### src/rtl/ramio_pkg.sv
// ---------------------------------------------------------------------------
// ramio_pkg
// Shared definitions for the RAMIO arbiter slice: the write-type and
// read-type encodings used on the RAMIO request path, and the arbiter FSM
// state type.
// ---------------------------------------------------------------------------
package ramio_pkg;

    // Write size encoding (write_type[1:0])
    localparam logic [1:0] WRITE_NONE = 2'b00;
    localparam logic [1:0] WRITE_BYTE = 2'b01;
    localparam logic [1:0] WRITE_HALF = 2'b10;
    localparam logic [1:0] WRITE_WORD = 2'b11;

    // Read encoding (read_type[2:0]): bit 2 is the signed flag and
    // [1:0] is the size.
    localparam int         READ_SIGNED_BIT = 2;
    localparam logic [2:0] READ_NONE       = 3'b000;
    localparam logic [2:0] READ_BYTE       = 3'b001;
    localparam logic [2:0] READ_HALF       = 3'b010;
    localparam logic [2:0] READ_WORD       = 3'b011;
    localparam logic [2:0] READ_SIGNED     = 3'b100;

    typedef enum logic [1:0] {
        IDLE,
        ISSUE,
        ACTIVE
    } arb_state_t;

endpackage

### src/rtl/ramio_arbiter_if.sv
// ---------------------------------------------------------------------------
// ramio_arbiter_if
// One RAMIO-style request/response bundle. The same bundle is used between
// each bus master and the arbiter, and between the arbiter and RAMIO.
//   enable          request, held high for the whole transaction
//   write_type      2-bit write size (see ramio_pkg)
//   read_type       3-bit read size + signed flag (see ramio_pkg)
//   address         32-bit byte address
//   data_in         32-bit write data
//   data_out        32-bit read data
//   data_out_ready  read data valid
//   busy            RAMIO (or arbiter) busy
// Modports:
//   master  drives the request fields, receives the response
//   slave   receives the request fields, drives the response
// ---------------------------------------------------------------------------
interface ramio_arbiter_if;
    import ramio_pkg::*;

    logic        enable;
    logic [1:0]  write_type;
    logic [2:0]  read_type;
    logic [31:0] address;
    logic [31:0] data_in;
    logic [31:0] data_out;
    logic        data_out_ready;
    logic        busy;

    modport master (
        output enable, write_type, read_type, address, data_in,
        input  data_out, data_out_ready, busy
    );

    modport slave (
        input  enable, write_type, read_type, address, data_in,
        output data_out, data_out_ready, busy
    );

endinterface

### src/rtl/ramio_rr_pick.sv
// ---------------------------------------------------------------------------
// ramio_rr_pick
// Combinational winner select for two requesters.
//   req[1:0]    request from master 1 / master 0
//   last_grant  master granted most recently
//   grant       index of the winning master (meaningful when valid = 1)
//   valid       at least one master is requesting
// FIXED_PRIORITY = 1 makes master 0 win every tie; 0 gives the tie to the
// master that was not granted last.
// ---------------------------------------------------------------------------
module ramio_rr_pick #(
    parameter int FIXED_PRIORITY = 0
) (
    input  logic [1:0] req,
    input  logic       last_grant,
    output logic       grant,
    output logic       valid
);

    always_comb begin
        valid = |req;
        grant = 1'b0;
        if (FIXED_PRIORITY != 0) begin
            grant = ~req[0];
        end else if (req == 2'b11) begin
            grant = ~last_grant;
        end else begin
            grant = req[1];
        end
    end

endmodule

### src/rtl/ramio_arbiter.sv
// ---------------------------------------------------------------------------
// ramio_arbiter
// Two-master arbiter for the single RAMIO port. Master 0 is the flash boot
// loader, master 1 is the CPU core. One master owns the RAMIO request path
// per transaction; its request fields are captured into registers at grant
// time and held until it drops enable. Busy and data-ready go back only to
// the owner; the other master is held off with busy.
//   clk, rst_n  clock, asynchronous active-low reset
//   m0, m1      master-side bundles (arbiter is the slave)
//   s           RAMIO-side bundle (arbiter is the master)
// Parameter FIXED_PRIORITY: 0 round-robin, 1 master 0 wins every tie.
// ---------------------------------------------------------------------------
module ramio_arbiter
    import ramio_pkg::*;
#(
    parameter int FIXED_PRIORITY = 0
) (
    input  logic            clk,
    input  logic            rst_n,
    ramio_arbiter_if.slave  m0,
    ramio_arbiter_if.slave  m1,
    ramio_arbiter_if.master s
);

    arb_state_t  state;
    arb_state_t  next_state;

    logic        owner;
    logic        last_grant;
    logic        pick_grant;
    logic        pick_valid;
    logic        grant_now;
    logic        release_now;
    logic        owner_enable;

    logic        s_enable_q;
    logic [1:0]  s_write_type_q;
    logic [2:0]  s_read_type_q;
    logic [31:0] s_address_q;
    logic [31:0] s_data_in_q;

    ramio_rr_pick #(
        .FIXED_PRIORITY(FIXED_PRIORITY)
    ) u_pick (
        .req        ({m1.enable, m0.enable}),
        .last_grant (last_grant),
        .grant      (pick_grant),
        .valid      (pick_valid)
    );

    always_ff @(posedge clk or negedge rst_n) begin
        if (!rst_n) begin
            state <= IDLE;
        end else begin
            state <= next_state;
        end
    end

    // ISSUE forces busy on both masters for one cycle because RAMIO has not
    // yet had a chance to raise its own busy; without it the owner could see
    // busy=0 and take the transaction as already finished.
    always_comb begin
        next_state        = state;
        grant_now         = 1'b0;
        release_now       = 1'b0;
        owner_enable      = owner ? m1.enable : m0.enable;
        m0.busy           = 1'b1;
        m1.busy           = 1'b1;
        m0.data_out_ready = 1'b0;
        m1.data_out_ready = 1'b0;

        case (state)
            IDLE: begin
                m0.busy = s.busy;
                m1.busy = s.busy;
                if (!s.busy && pick_valid) begin
                    grant_now  = 1'b1;
                    next_state = ISSUE;
                end
            end
            ISSUE: begin
                next_state = ACTIVE;
            end
            ACTIVE: begin
                if (owner) begin
                    m1.busy           = s.busy;
                    m1.data_out_ready = s.data_out_ready;
                end else begin
                    m0.busy           = s.busy;
                    m0.data_out_ready = s.data_out_ready;
                end
                if (!owner_enable) begin
                    release_now = 1'b1;
                    next_state  = IDLE;
                end
            end
            default: begin
                next_state = IDLE;
            end
        endcase
    end

    // Request fields are captured only at grant, so later changes on the
    // owner's inputs have no effect until the next transaction. Address and
    // data are left as-is on release; only enable and the type fields clear.
    always_ff @(posedge clk or negedge rst_n) begin
        if (!rst_n) begin
            owner          <= 1'b0;
            last_grant     <= 1'b1;
            s_enable_q     <= 1'b0;
            s_write_type_q <= WRITE_NONE;
            s_read_type_q  <= READ_NONE;
            s_address_q    <= '0;
            s_data_in_q    <= '0;
        end else if (grant_now) begin
            owner          <= pick_grant;
            last_grant     <= pick_grant;
            s_enable_q     <= 1'b1;
            s_write_type_q <= pick_grant ? m1.write_type : m0.write_type;
            s_read_type_q  <= pick_grant ? m1.read_type  : m0.read_type;
            s_address_q    <= pick_grant ? m1.address    : m0.address;
            s_data_in_q    <= pick_grant ? m1.data_in    : m0.data_in;
        end else if (release_now) begin
            s_enable_q     <= 1'b0;
            s_write_type_q <= WRITE_NONE;
            s_read_type_q  <= READ_NONE;
        end
    end

    assign s.enable     = s_enable_q;
    assign s.write_type = s_write_type_q;
    assign s.read_type  = s_read_type_q;
    assign s.address    = s_address_q;
    assign s.data_in    = s_data_in_q;

    assign m0.data_out  = s.data_out;
    assign m1.data_out  = s.data_out;

endmodule

### src/flat_wrapper.sv
// flat-port wrapper written by rule: the top's interface ports become plain ports
module ramio_arbiter_flat import ramio_pkg::*;
#(
    parameter int FIXED_PRIORITY = 0
)
  (clk, rst_n, m0_enable, m0_write_type, m0_read_type, m0_address, m0_data_in, m0_data_out, m0_data_out_ready, m0_busy, m1_enable, m1_write_type, m1_read_type, m1_address, m1_data_in, m1_data_out, m1_data_out_ready, m1_busy, s_enable, s_write_type, s_read_type, s_address, s_data_in, s_data_out, s_data_out_ready, s_busy);
  ramio_arbiter_if m0_i ();
  ramio_arbiter_if m1_i ();
  ramio_arbiter_if s_i ();
  input  logic clk;
  input  logic rst_n;
  input wire logic [$bits(m0_i.enable)-1:0] m0_enable;
  input wire logic [$bits(m0_i.write_type)-1:0] m0_write_type;
  input wire logic [$bits(m0_i.read_type)-1:0] m0_read_type;
  input wire logic [$bits(m0_i.address)-1:0] m0_address;
  input wire logic [$bits(m0_i.data_in)-1:0] m0_data_in;
  output wire logic [$bits(m0_i.data_out)-1:0] m0_data_out;
  output wire logic [$bits(m0_i.data_out_ready)-1:0] m0_data_out_ready;
  output wire logic [$bits(m0_i.busy)-1:0] m0_busy;
  input wire logic [$bits(m1_i.enable)-1:0] m1_enable;
  input wire logic [$bits(m1_i.write_type)-1:0] m1_write_type;
  input wire logic [$bits(m1_i.read_type)-1:0] m1_read_type;
  input wire logic [$bits(m1_i.address)-1:0] m1_address;
  input wire logic [$bits(m1_i.data_in)-1:0] m1_data_in;
  output wire logic [$bits(m1_i.data_out)-1:0] m1_data_out;
  output wire logic [$bits(m1_i.data_out_ready)-1:0] m1_data_out_ready;
  output wire logic [$bits(m1_i.busy)-1:0] m1_busy;
  output wire logic [$bits(s_i.enable)-1:0] s_enable;
  output wire logic [$bits(s_i.write_type)-1:0] s_write_type;
  output wire logic [$bits(s_i.read_type)-1:0] s_read_type;
  output wire logic [$bits(s_i.address)-1:0] s_address;
  output wire logic [$bits(s_i.data_in)-1:0] s_data_in;
  input wire logic [$bits(s_i.data_out)-1:0] s_data_out;
  input wire logic [$bits(s_i.data_out_ready)-1:0] s_data_out_ready;
  input wire logic [$bits(s_i.busy)-1:0] s_busy;
  assign m0_i.enable = m0_enable;
  assign m0_i.write_type = m0_write_type;
  assign m0_i.read_type = m0_read_type;
  assign m0_i.address = m0_address;
  assign m0_i.data_in = m0_data_in;
  assign m0_data_out = m0_i.data_out;
  assign m0_data_out_ready = m0_i.data_out_ready;
  assign m0_busy = m0_i.busy;
  assign m1_i.enable = m1_enable;
  assign m1_i.write_type = m1_write_type;
  assign m1_i.read_type = m1_read_type;
  assign m1_i.address = m1_address;
  assign m1_i.data_in = m1_data_in;
  assign m1_data_out = m1_i.data_out;
  assign m1_data_out_ready = m1_i.data_out_ready;
  assign m1_busy = m1_i.busy;
  assign s_enable = s_i.enable;
  assign s_write_type = s_i.write_type;
  assign s_read_type = s_i.read_type;
  assign s_address = s_i.address;
  assign s_data_in = s_i.data_in;
  assign s_i.data_out = s_data_out;
  assign s_i.data_out_ready = s_data_out_ready;
  assign s_i.busy = s_busy;
  ramio_arbiter #(.FIXED_PRIORITY(FIXED_PRIORITY)) u_core (.clk(clk), .rst_n(rst_n), .m0(m0_i), .m1(m1_i), .s(s_i));
endmodule
### config.mk
export PLATFORM = sky130hd
export DESIGN_NAME = ramio_arbiter_flat
export DESIGN_NICKNAME = d
export VERILOG_FILES = /design/src/rtl/ramio_pkg.sv /design/src/rtl/ramio_arbiter_if.sv /design/src/rtl/ramio_rr_pick.sv /design/src/rtl/ramio_arbiter.sv /design/src/flat_wrapper.sv
export SDC_FILE = /design/constraint.sdc
export NUM_CORES = 1
export LEC_CHECK = 0
export ABC_AREA = 1
export BUFFER_PORTS_ARGS = -buffer_cell sky130_fd_sc_hd__buf_2
export CAP_MARGIN = 20
export CORE_ASPECT_RATIO = 1.5
export CORE_MARGIN = 3
export CORE_UTILIZATION = 30
export CTS_BUF_LIST = sky130_fd_sc_hd__clkbuf_4
export CTS_CLUSTER_DIAMETER = 200
export DETAILED_ROUTE_END_ITERATION = 6
export GPL_ROUTABILITY_DRIVEN = 0
export SYNTH_ARGS = -nofsm -noshare
export SYNTH_HDL_FRONTEND = slang
export SYNTH_HIERARCHICAL = 1
export SYNTH_SLANG_ARGS = --single-unit
### constraint.sdc
create_clock -name clk -period 2.1 [get_ports clk]
set_input_delay 0.525 -clock clk [delete_from_list [all_inputs] [get_ports clk]]
set_output_delay 0.525 -clock clk [all_outputs]
set_load 0.02 [all_outputs]
==> results of run 1 <==
per-stage QoR:
| stage | worst slack (ns) | instances | power (W) | cell area [um2] |
|---|---|---|---|---|
| floorplan | 0.526 | 612 | 0.00479 | 4320 |
| global placement | 0.470 | 935 | 0.00584 | 5100 |
| detailed placement | 0.441 | 935 | 0.00589 | 5100 |
| CTS | 0.0844 | 950 | 0.00665 | 5200 |
| global route | -0.000296 | 952 | 0.00709 | 5220 |
| finish | 0.151 | 952 | 0.00650 | 5220 |
timing repair:
item / in CTS / in global routing
endpoints found under the setup margin: 0 / 2
buffers inserted: 0 / 0
hold buffers: 1 / 0
gates resized for setup: 0 / 2
hold endpoints to repair: 9 / 0
flip-flops by register name, indices dropped and copies added (netlist names):
register             count
u_core/s.address        32
u_core/last_grant        1
u_core/owner             1
u_core/state             2
u_core/s.read_type       3
u_core/s.data_in        32
u_core/s.enable          1
u_core/s.write_type      2
power breakdown:
part	leakage (nW)	switching [W]	internal, W	total, W
clock	0.0556	0.000478	0.000237	0.000715
sequential	0.925	0.000359	0.00214	0.00250
combinational	2.22	0.00222	0.00107	0.00329
cells in the mapped netlist, drive strengths merged:
library cell | instances | area [um2]
nand2 | 282 | 1060
or2 | 1 | 6.26
dfrtp | 73 | 1830
clkbuf | 7 | 30.0
nor2 | 3 | 18.8
o21ai | 73 | 365
buf | 86 | 649
nor3 | 2 | 10.0
nand3 | 7 | 40.0
a21oi | 1 | 5.00
inv | 76 | 285
dfstp | 1 | 26.3
layout by cell type, fill, tap and decap left out:
cell / n
nand2_1: 282
buf_2: 216
inv_1: 75
dfrtp_1: 73
o21ai_0: 63
clkbuf_4: 10
o21ai_1: 10
nand3_1: 6
buf_12: 5
buf_4: 3
diode_2: 2
clkinv_2: 2
clkinvlp_4: 1
clkinv_1: 1
dlygate4sd3_1: 1
inv_2: 1
nor2_1: 1
nor2_2: 1
nor3_1: 1
nor3_2: 1
nand3_2: 1
nor2_4: 1
dfstp_2: 1
or2_1: 1
a21oi_4: 1
critical path: stages, from the launching register on:
cell     delay (ns)
dfrtp_1        0.42
nor2_2         0.16
inv_1          0.09
nor3_2         0.15
buf_2          0.20
logic make-up (layout without fill, tap and decap cells):
family / count (synthesis) / count (layout) / share of synthesized area, %
other: 0 / 2 / 0
and+or+nand+nor: 295 / 295 / 26.2
buffers and inverters: 169 / 315 / 22.3
AOI/OAI and AO/OA: 74 / 74 / 8.57
DFF: 74 / 74 / 42.9
area by class of cell:
| class | instances | area (um2) |
|---|---|---|
| Antenna cell | 2 | 5.00 |
| Clock inverter | 4 | 21.3 |
| Clock buffer | 10 | 75.1 |
| Fill cell | 1590 | 8840 |
| Timing Repair Buffer | 225 | 1210 |
| Sequential cell | 74 | 1850 |
| Inverter | 76 | 285 |
| Multi-Input combinational cell | 369 | 1520 |
| Tap cell | 192 | 240 |
worst max-delay path by stage:
stage | to | depth (start not counted) | slack (ns)
after floorplan | m0_data_out_ready | 3 | 0.53
after global placement | m0_busy | 4 | 0.47
after detailed placement | m1_busy | 4 | 0.44
after CTS | m1_data_out_ready | 5 | 0.08
after global routing | m0_data_out_ready | 5 | -0.0003
final | m0_data_out_ready | 4 | 0.15
metal layers:
| layer | GRT usage [%] | up-vias | share of wire (%) |
|---|---|---|---|
| met4 | 10.3 | 0 | 6.2 |
| met2 | 26.6 | 134 | 52 |
| met5 | 0 | - | 0 |
| li1 | - | 2048 | - |
| met1 | 15.9 | 1684 | 36 |
| met3 | 3.04 | 63 | 6.1 |
==> metrics.txt, run 1 <==
core area=0.0141 mm2; DP HPWL=9030 um; area grow syn2layout=20.7%; Clock Tree Buf Depth=2; antenna violations before repair=2; Worst Path Required=1.57 ns; maximum vdd drop=0.000388 V; crit path DAT=1.42 ns; status=complete, no violations; P per Cell Area=1250 mW/mm2; final setup fails=0; H-Tree Depth=3; DRT Pass-1 Iters=4; Final Max Slew Viols=0; Crit. Startpoint=u_core/state[0]; reg2reg path depth=5; slack of the worst reg-to-reg path=0.75 ns; Initial Util=30.7%; port bufs=217; Final #Nets=931; Mapped Nets=788; fmax=0.513 GHz; remaining routing DRC violations=0; num ports=314; CTS sink count=74; RR Startpoint=u_core/last_grant; Hold Path Class=input port to register; Fin. Hold Viols=0; reg2reg end=u_core/s.data_in[2]; Clock Skew=0.0146 ns; post-synthesis cell type count=19; Die Y-Extent=153 um; row cnt=53; Critical Path End Type=primary output; Syn Area/Cell=7.06 um2; Skew-Pair Late Insertion Delay=0.41 ns; pin count of the biggest net entering global routing=77; GRT Total Usage=15.0%; hold slack=0.406 ns; first-pass GRT wire length=19,100 um; Core Util, Final=37.1%; Routed WL per cell=12.6 um; post-synthesis sequential area ratio=42.9%; Remaining Overflow, GRT=0; max cap viols=0; hold depth=5; Hold Crit Start=m1_data_in[20]; Worst-path clk slew=0.12 ns; Clock Tree Root=clkbuf_4; Routed Antenna Nets=0; TNS Setup=0 ns; Hold EP=u_core/s.data_in[20]; CP Launch Type=register; share of layout cells above drive strength 1=32.2%; Static Leakage=3.20 nW; critical path class=register to primary output; initial DRC count=186; Die Span X=104 um; final worst-path cycle share=92.8%; total wire length=12,000 um; vias in the first global route=3,798; mapped cell area=0.00432 mm2; CP Max Fanout=3; via count=3,929; FF+latch count, synth=74; Slew @ Worst Pin=0.330 ns; Final Critical Period=1.95 ns; post-DR vias/cell=4.13; Die Area=0.0159 mm2; cell count after synthesis=612; Slew HR=78.0%; CTS buffer count=9; yosys warns=6; CTS tree=yes
Note: power is estimated with default switching activity, not from simulation.
==> inputs of run 2 (changes only) <==
--- a/config.mk
+++ b/config.mk
@@ -15,6 +15,7 @@
 export CTS_CLUSTER_DIAMETER = 200
 export DETAILED_ROUTE_END_ITERATION = 6
 export GPL_ROUTABILITY_DRIVEN = 0
+export RECOVER_POWER = 50
 export SYNTH_ARGS = -nofsm -noshare
 export SYNTH_HDL_FRONTEND = slang
 export SYNTH_HIERARCHICAL = 1
==> run 2 against run 1 <==
Global-route usage did not move. Die area is the same. Flip-flop and latch count unchanged. First-iteration DRC count is 2.2% higher. Maximum frequency barely moved. Clock skew is essentially flat. Highest routed layer unchanged. Sequential power about the same.
==> metrics.txt, run 2 (same netlist as run 1, synthesis figures left out) <==
final worst-path cycle share=92.9% (about the same); placed cells=935 (unchanged); CTS sink count=74 (unchanged); commonest non-fill, non-tap cell in the layout=nand2_1; DRT Pass-1 Iters=4 (unchanged); port bufs=217 (unchanged); Remaining Overflow, GRT=0 (unchanged); max cap viols=0 (unchanged); critical path class=register to primary output; WP buf/inv=2 (unchanged); Die Area=0.0159 mm2 (unchanged); Final Power=0.00649 W (-0.18%); fmax=0.513 GHz (about the same); H-Tree Depth=3 (unchanged); most frequent cells in the layout=nand2_1 (282), buf_2 (216), inv_1 (75); Worst-path clk slew=0.12 ns (about the same); CTS buffer count=9 (unchanged); Clock Tree Buf Depth=2 (unchanged); CP Launch Type=register; met3 WL post-DR=731 um (+0.41%); GRT Total Usage=15.0% (unchanged); pin count of the biggest net entering global routing=77 (unchanged); P per Cell Area=1250 mW/mm2 (+0.33%); Core Util, Final=36.9% (-0.19 points); area grow syn2layout=20.1%; Die Y-Extent=153 um (unchanged); Clock Tree Root=clkbuf_4; Static Leakage=3.19 nW (-0.30%); Critical Path End Type=primary output; Cell Count, Final, Fillers Out=952 (unchanged); CP peak stage delay=0.42 ns (about the same); row cnt=53 (unchanged); initial DRC count=190 (+2.2%); remaining routing DRC violations=0 (unchanged); Top Layer Used=met4; Hold Path Class=input port to register; Clock Skew=0.0144 ns (-0.000184 ns); CP Max Fanout=3 (unchanged); Routed WL per cell=12.6 um (about the same); CTS tree=yes; Die Span X=104 um (unchanged); Final Critical Period=1.95 ns (+0.00131 ns); Critical Path, Cell by Cell=nor2_2, inv_1, nor3_2, buf_2; post-DR vias/cell=4.12 (-0.13%); critical path's top delay family=flip-flops; Skew-Pair Late Insertion Delay=0.41 ns (about the same); total wire length=12,000 um (about the same); maximum vdd drop=0.000388 V (about the same); slowest CP cell=dfrtp_1; Final #Nets=931 (unchanged); core area=0.0141 mm2 (unchanged); metal2 WL=6250 um (about the same); Slew @ Worst Pin=0.662 ns (+0.331 ns); Worst Path Required=1.57 ns (about the same); Routed Antenna Nets=0 (unchanged); share of layout cells above drive strength 1=31.9% (-0.26 points); Initial Util=30.7% (unchanged); via count=3,924 (-0.13%); vias in the first global route=3,798 (unchanged); DP HPWL=9030 um (unchanged); Slew HR=55.9% (-22 points); num ports=314 (unchanged); antenna violations before repair=2 (unchanged); Final Max Slew Viols=0 (unchanged); met1 WL=4250 um (-0.14%); Fin. Hold Viols=0 (unchanged); status=complete, no violations; first-pass GRT wire length=19,100 um (unchanged); crit path DAT=1.43 ns (about the same); final setup fails=0 (unchanged)
run 2: cell count changes in the layout (fill, tap and decap cells not counted), sizes merged:
| cell | delta |
|---|---|
| buf | -3 |
| clkbuf | +3 |
run 2: final timing paths:
check / slack (ns) / from / endpoint / depth (start not counted)
setup / recovery: 0.15 / u_core/state[0] / m0_data_out_ready / 4
hold / removal: 0.40 / m1_data_in[20] / u_core/s.data_in[20] / 5
setup reg to reg: 0.53 / u_core/state[1] / u_core/s.address[21] / 6
hold reg to reg: 0.47 / u_core/s.address[11] / u_core/s.address[11] / 2
max in group asynchronous: 0.31 / rst_n / u_core/s.address[10] / 3
min in group asynchronous: 0.63 / rst_n / u_core/s.data_in[23] / 2
run 2: report_power, final:
group | switching [W] | leakage (nW) | internal, W
Combinational | 0.00221 | 2.21 | 0.00106
Clock | 0.000481 | 0.0556 | 0.000237
Sequential | 0.000360 | 0.925 | 0.00214
run 2: routing by layer:
layer | up-vias | track usage, %
li1 | 2048 | -
met1 | 1678 | 15.9
met2 | 134 | 26.6
met3 | 64 | 3.04
met4 | 0 | 10.3
met5 | - | 0
run 2: metrics by stage:
| stage | hold slack (ns) | cell area, um2 | setup TNS [ns] | worst slack [ns] |
|---|---|---|---|---|
| finish | 0.404 | 5190 | 0 | 0.150 |
| global route | 0.374 | 5190 | -0.000296 | -0.000296 |
| CTS | 0.365 | 5200 | 0 | 0.0844 |
| detailed placement | 0.382 | 5100 | 0 | 0.441 |
| global placement | 0.378 | 5100 | 0 | 0.470 |
| floorplan | 0.229 | 4320 | 0 | 0.526 |
run 2: timing repair:
action,4_1_cts,5_1_grt
setup endpoints to repair,0,2
hold endpoints to repair,9,0
gates resized for setup,0,2
setup buffers,0,0
hold buffers,1,0
run 2: layout make-up:
| cell class | count | area (um2) |
|---|---|---|
| Clock inverter | 4 | 21.3 |
| Timing Repair Buffer | 225 | 1190 |
| Multi-Input combinational cell | 369 | 1520 |
| Clock buffer | 10 | 75.1 |
| Sequential cell | 74 | 1850 |
| Antenna cell | 2 | 5.00 |
| Inverter | 76 | 285 |
| Fill cell | 1597 | 8870 |
| Tap cell | 192 | 240 |
run 2: worst register-to-register path, delay by kind of cell (launching register included):
kind	cells	cell delay, ns
flip-flops	1	0.40
buffers and inverters	2	0.47
AND/OR/NAND/NOR	4	0.67
==> inputs of run 3 (changes only) <==
--- a/config.mk
+++ b/config.mk
@@ -8,8 +8,7 @@
 export ABC_AREA = 1
 export BUFFER_PORTS_ARGS = -buffer_cell sky130_fd_sc_hd__buf_2
 export CAP_MARGIN = 20
-export CORE_ASPECT_RATIO = 1.5
-export CORE_MARGIN = 3
+export CORE_MARGIN = 1
 export CORE_UTILIZATION = 30
 export CTS_BUF_LIST = sky130_fd_sc_hd__clkbuf_4
 export CTS_CLUSTER_DIAMETER = 200
==> run 3 against run 2 <==
Global-route usage up 0.85 points. Sequential power about the same. Clock power up 25%. Sequential share of layout area up 0.095 points. Non-clock buffer count unchanged. Utilization up 0.086 points. Wire length down 2.7%. Flip-flop and latch count unchanged. Clock-buffer cell count up 2. Die area down 6.4%. Power up 2.0%. Critical path depth unchanged. Critical endpoint unchanged. Largest cell class unchanged. Largest power group unchanged.
==> metrics.txt, run 3 (same netlist as run 1, synthesis figures left out) <==
Slew @ Worst Pin=1.10 ns (+0.434 ns); share of layout cells above drive strength 1=32.4% (+0.44 points); maximum vdd drop=0.000414 V (+6.6%); Die Area=0.0149 mm2 (-6.4%); CTS sink count=74 (unchanged); CP Max Fanout=3 (unchanged); P per Cell Area=1280 mW/mm2 (+2.3%); CTS buffer count=9 (unchanged); core area=0.0140 mm2 (-0.50%); Die Y-Extent=122 um (-20%); CP Launch Type=register; antenna violations before repair=0 (-2); row cnt=43 (-19%); TNS Setup=0 ns (unchanged); Remaining Overflow, GRT=0 (unchanged); Post-DP Area=0.00508 mm2 (-0.39%); Static Leakage=3.20 nW (+0.24%); Final Max Slew Viols=0 (unchanged); total wire length=11,700 um (-2.7%); Cell Count, Final, Fillers Out=941 (-1.2%); design area=0.00518 mm2 (-0.27%); met1 WL=4600 um (+8.1%); Slew HR=26.9% (-29 points); metal2 WL=5950 um (-4.9%); Routed Antenna Nets=0 (unchanged); fmax=0.513 GHz (about the same); port bufs=217 (unchanged); via count=3,922 (-0.051%); most frequent cells in the layout=nand2_1 (282), buf_2 (216), inv_1 (75); DP HPWL=8580 um (-5.0%); area grow syn2layout=19.8%; Hold Path Class=input port to asynchronous set/reset pin; RSZ-0062 raised after global routing=no; placed cells=924 (-1.2%); Clock Skew=0.0193 ns (+0.00491 ns); Fin. Hold Viols=0 (unchanged); critical path class=register to primary output; initial DRC count=113 (-41%); RR Startpoint=u_core/state[1]; slack of the worst reg-to-reg path=0.24 ns (-0.29 ns); DRT Pass-1 Iters=4 (unchanged); Clock Tree Root=clkbuf_4; Final Power=0.00662 W (+2.0%); vias in the first global route=3,618 (-4.7%); max cap viols=0 (unchanged); Worst-path clk slew=0.11 ns (about the same); num ports=314 (unchanged); Skew-Pair Late Insertion Delay=0.42 ns (about the same); commonest non-fill, non-tap cell in the layout=nand2_1; Final #Nets=931 (unchanged); Initial Util=30.9% (+0.15 points); first-pass GRT wire length=17,900 um (-6.4%); GRT Total Usage=15.9% (+0.85 points); post-DR vias/cell=4.17 (+1.1%); final worst-path cycle share=92.8% (about the same); Routed WL per cell=12.4 um (-1.6%); H-Tree Depth=3 (unchanged); Worst Path Required=1.57 ns (about the same); Final Critical Period=1.95 ns (-0.000539 ns); status=complete, no violations; final setup fails=0 (unchanged); Post-CTS Setup Inserts=0 (unchanged); CTS tree=yes; pin count of the biggest net entering global routing=112 (+45%); remaining routing DRC violations=0 (unchanged); Critical Path End Type=primary output; crit path DAT=1.42 ns (about the same); Die Span X=122 um (+17%); reg2reg path depth=6 (unchanged); reg2reg end=u_core/s.address[4]; Clock Tree Buf Depth=2 (unchanged); met3 WL post-DR=715 um (-2.2%); Top Layer Used=met4
run 3: worst max path at each step:
| stage | from | endpoint | slack (ns) | cells after the start |
|---|---|---|---|---|
| 4_1_cts | u_core/state[0] | m1_data_out_ready | 0.002 | 4 |
| 3_5_place_dp | s_data_out_ready | m1_data_out_ready | 0.41 | 4 |
| 6_report | u_core/state[0] | m0_data_out_ready | 0.15 | 4 |
| 3_3_place_gp | s_data_out_ready | m1_data_out_ready | 0.41 | 4 |
| 2_1_floorplan | u_core/state[0] | m0_data_out_ready | 0.53 | 3 |
| 5_1_grt | u_core/owner | m1_data_out_ready | 0.01 | 3 |
run 3: layer usage:
metal	vias up	GRT usage, %
met3	36	3.32
met1	1697	17.5
li1	2051	-
met5	-	0
met2	138	28.1
met4	0	9.26
run 3: layout make-up:
class	count	area (um2)
antenna	1	2.50
fill	1581	8810
inverter	76	285
sequential	74	1850
clock buffer	12	90.1
timing repair buffer	225	1150
clock inverter	4	42.5
tap	180	225
multi-input combinational	369	1530
run 3: through the flow:
step	util (%)	setup slack, ns	hold slack (ns)
floorplan	-	0.526	0.229
global placement	36.3	0.410	0.450
detailed placement	36.3	0.410	0.453
CTS	37.3	0.00214	0.0349
global route	37.0	0.0132	0.289
finish	37.0	0.150	0.253
run 3: where the power goes:
part | switching [W] | internal (W)
clock network | 0.000500 | 0.000395
registers | 0.000362 | 0.00214
logic | 0.00219 | 0.00104
total | 0.00305 | 0.00357
run 3: worst max-delay path, cell delays in order (launching register included):
cell	delay [ns]
dfrtp_1	0.41
nor2_2	0.17
inv_1	0.09
nor3_2	0.15
buf_2	0.20
run 3: repair_timing:
item / 4_1_cts / 5_1_grt
hold buffers: 0 / 0
pin swaps: 0 / 0
endpoints found under the setup margin: 2 / 3
gates cloned: 0 / 0
gates resized for setup: 2 / 2
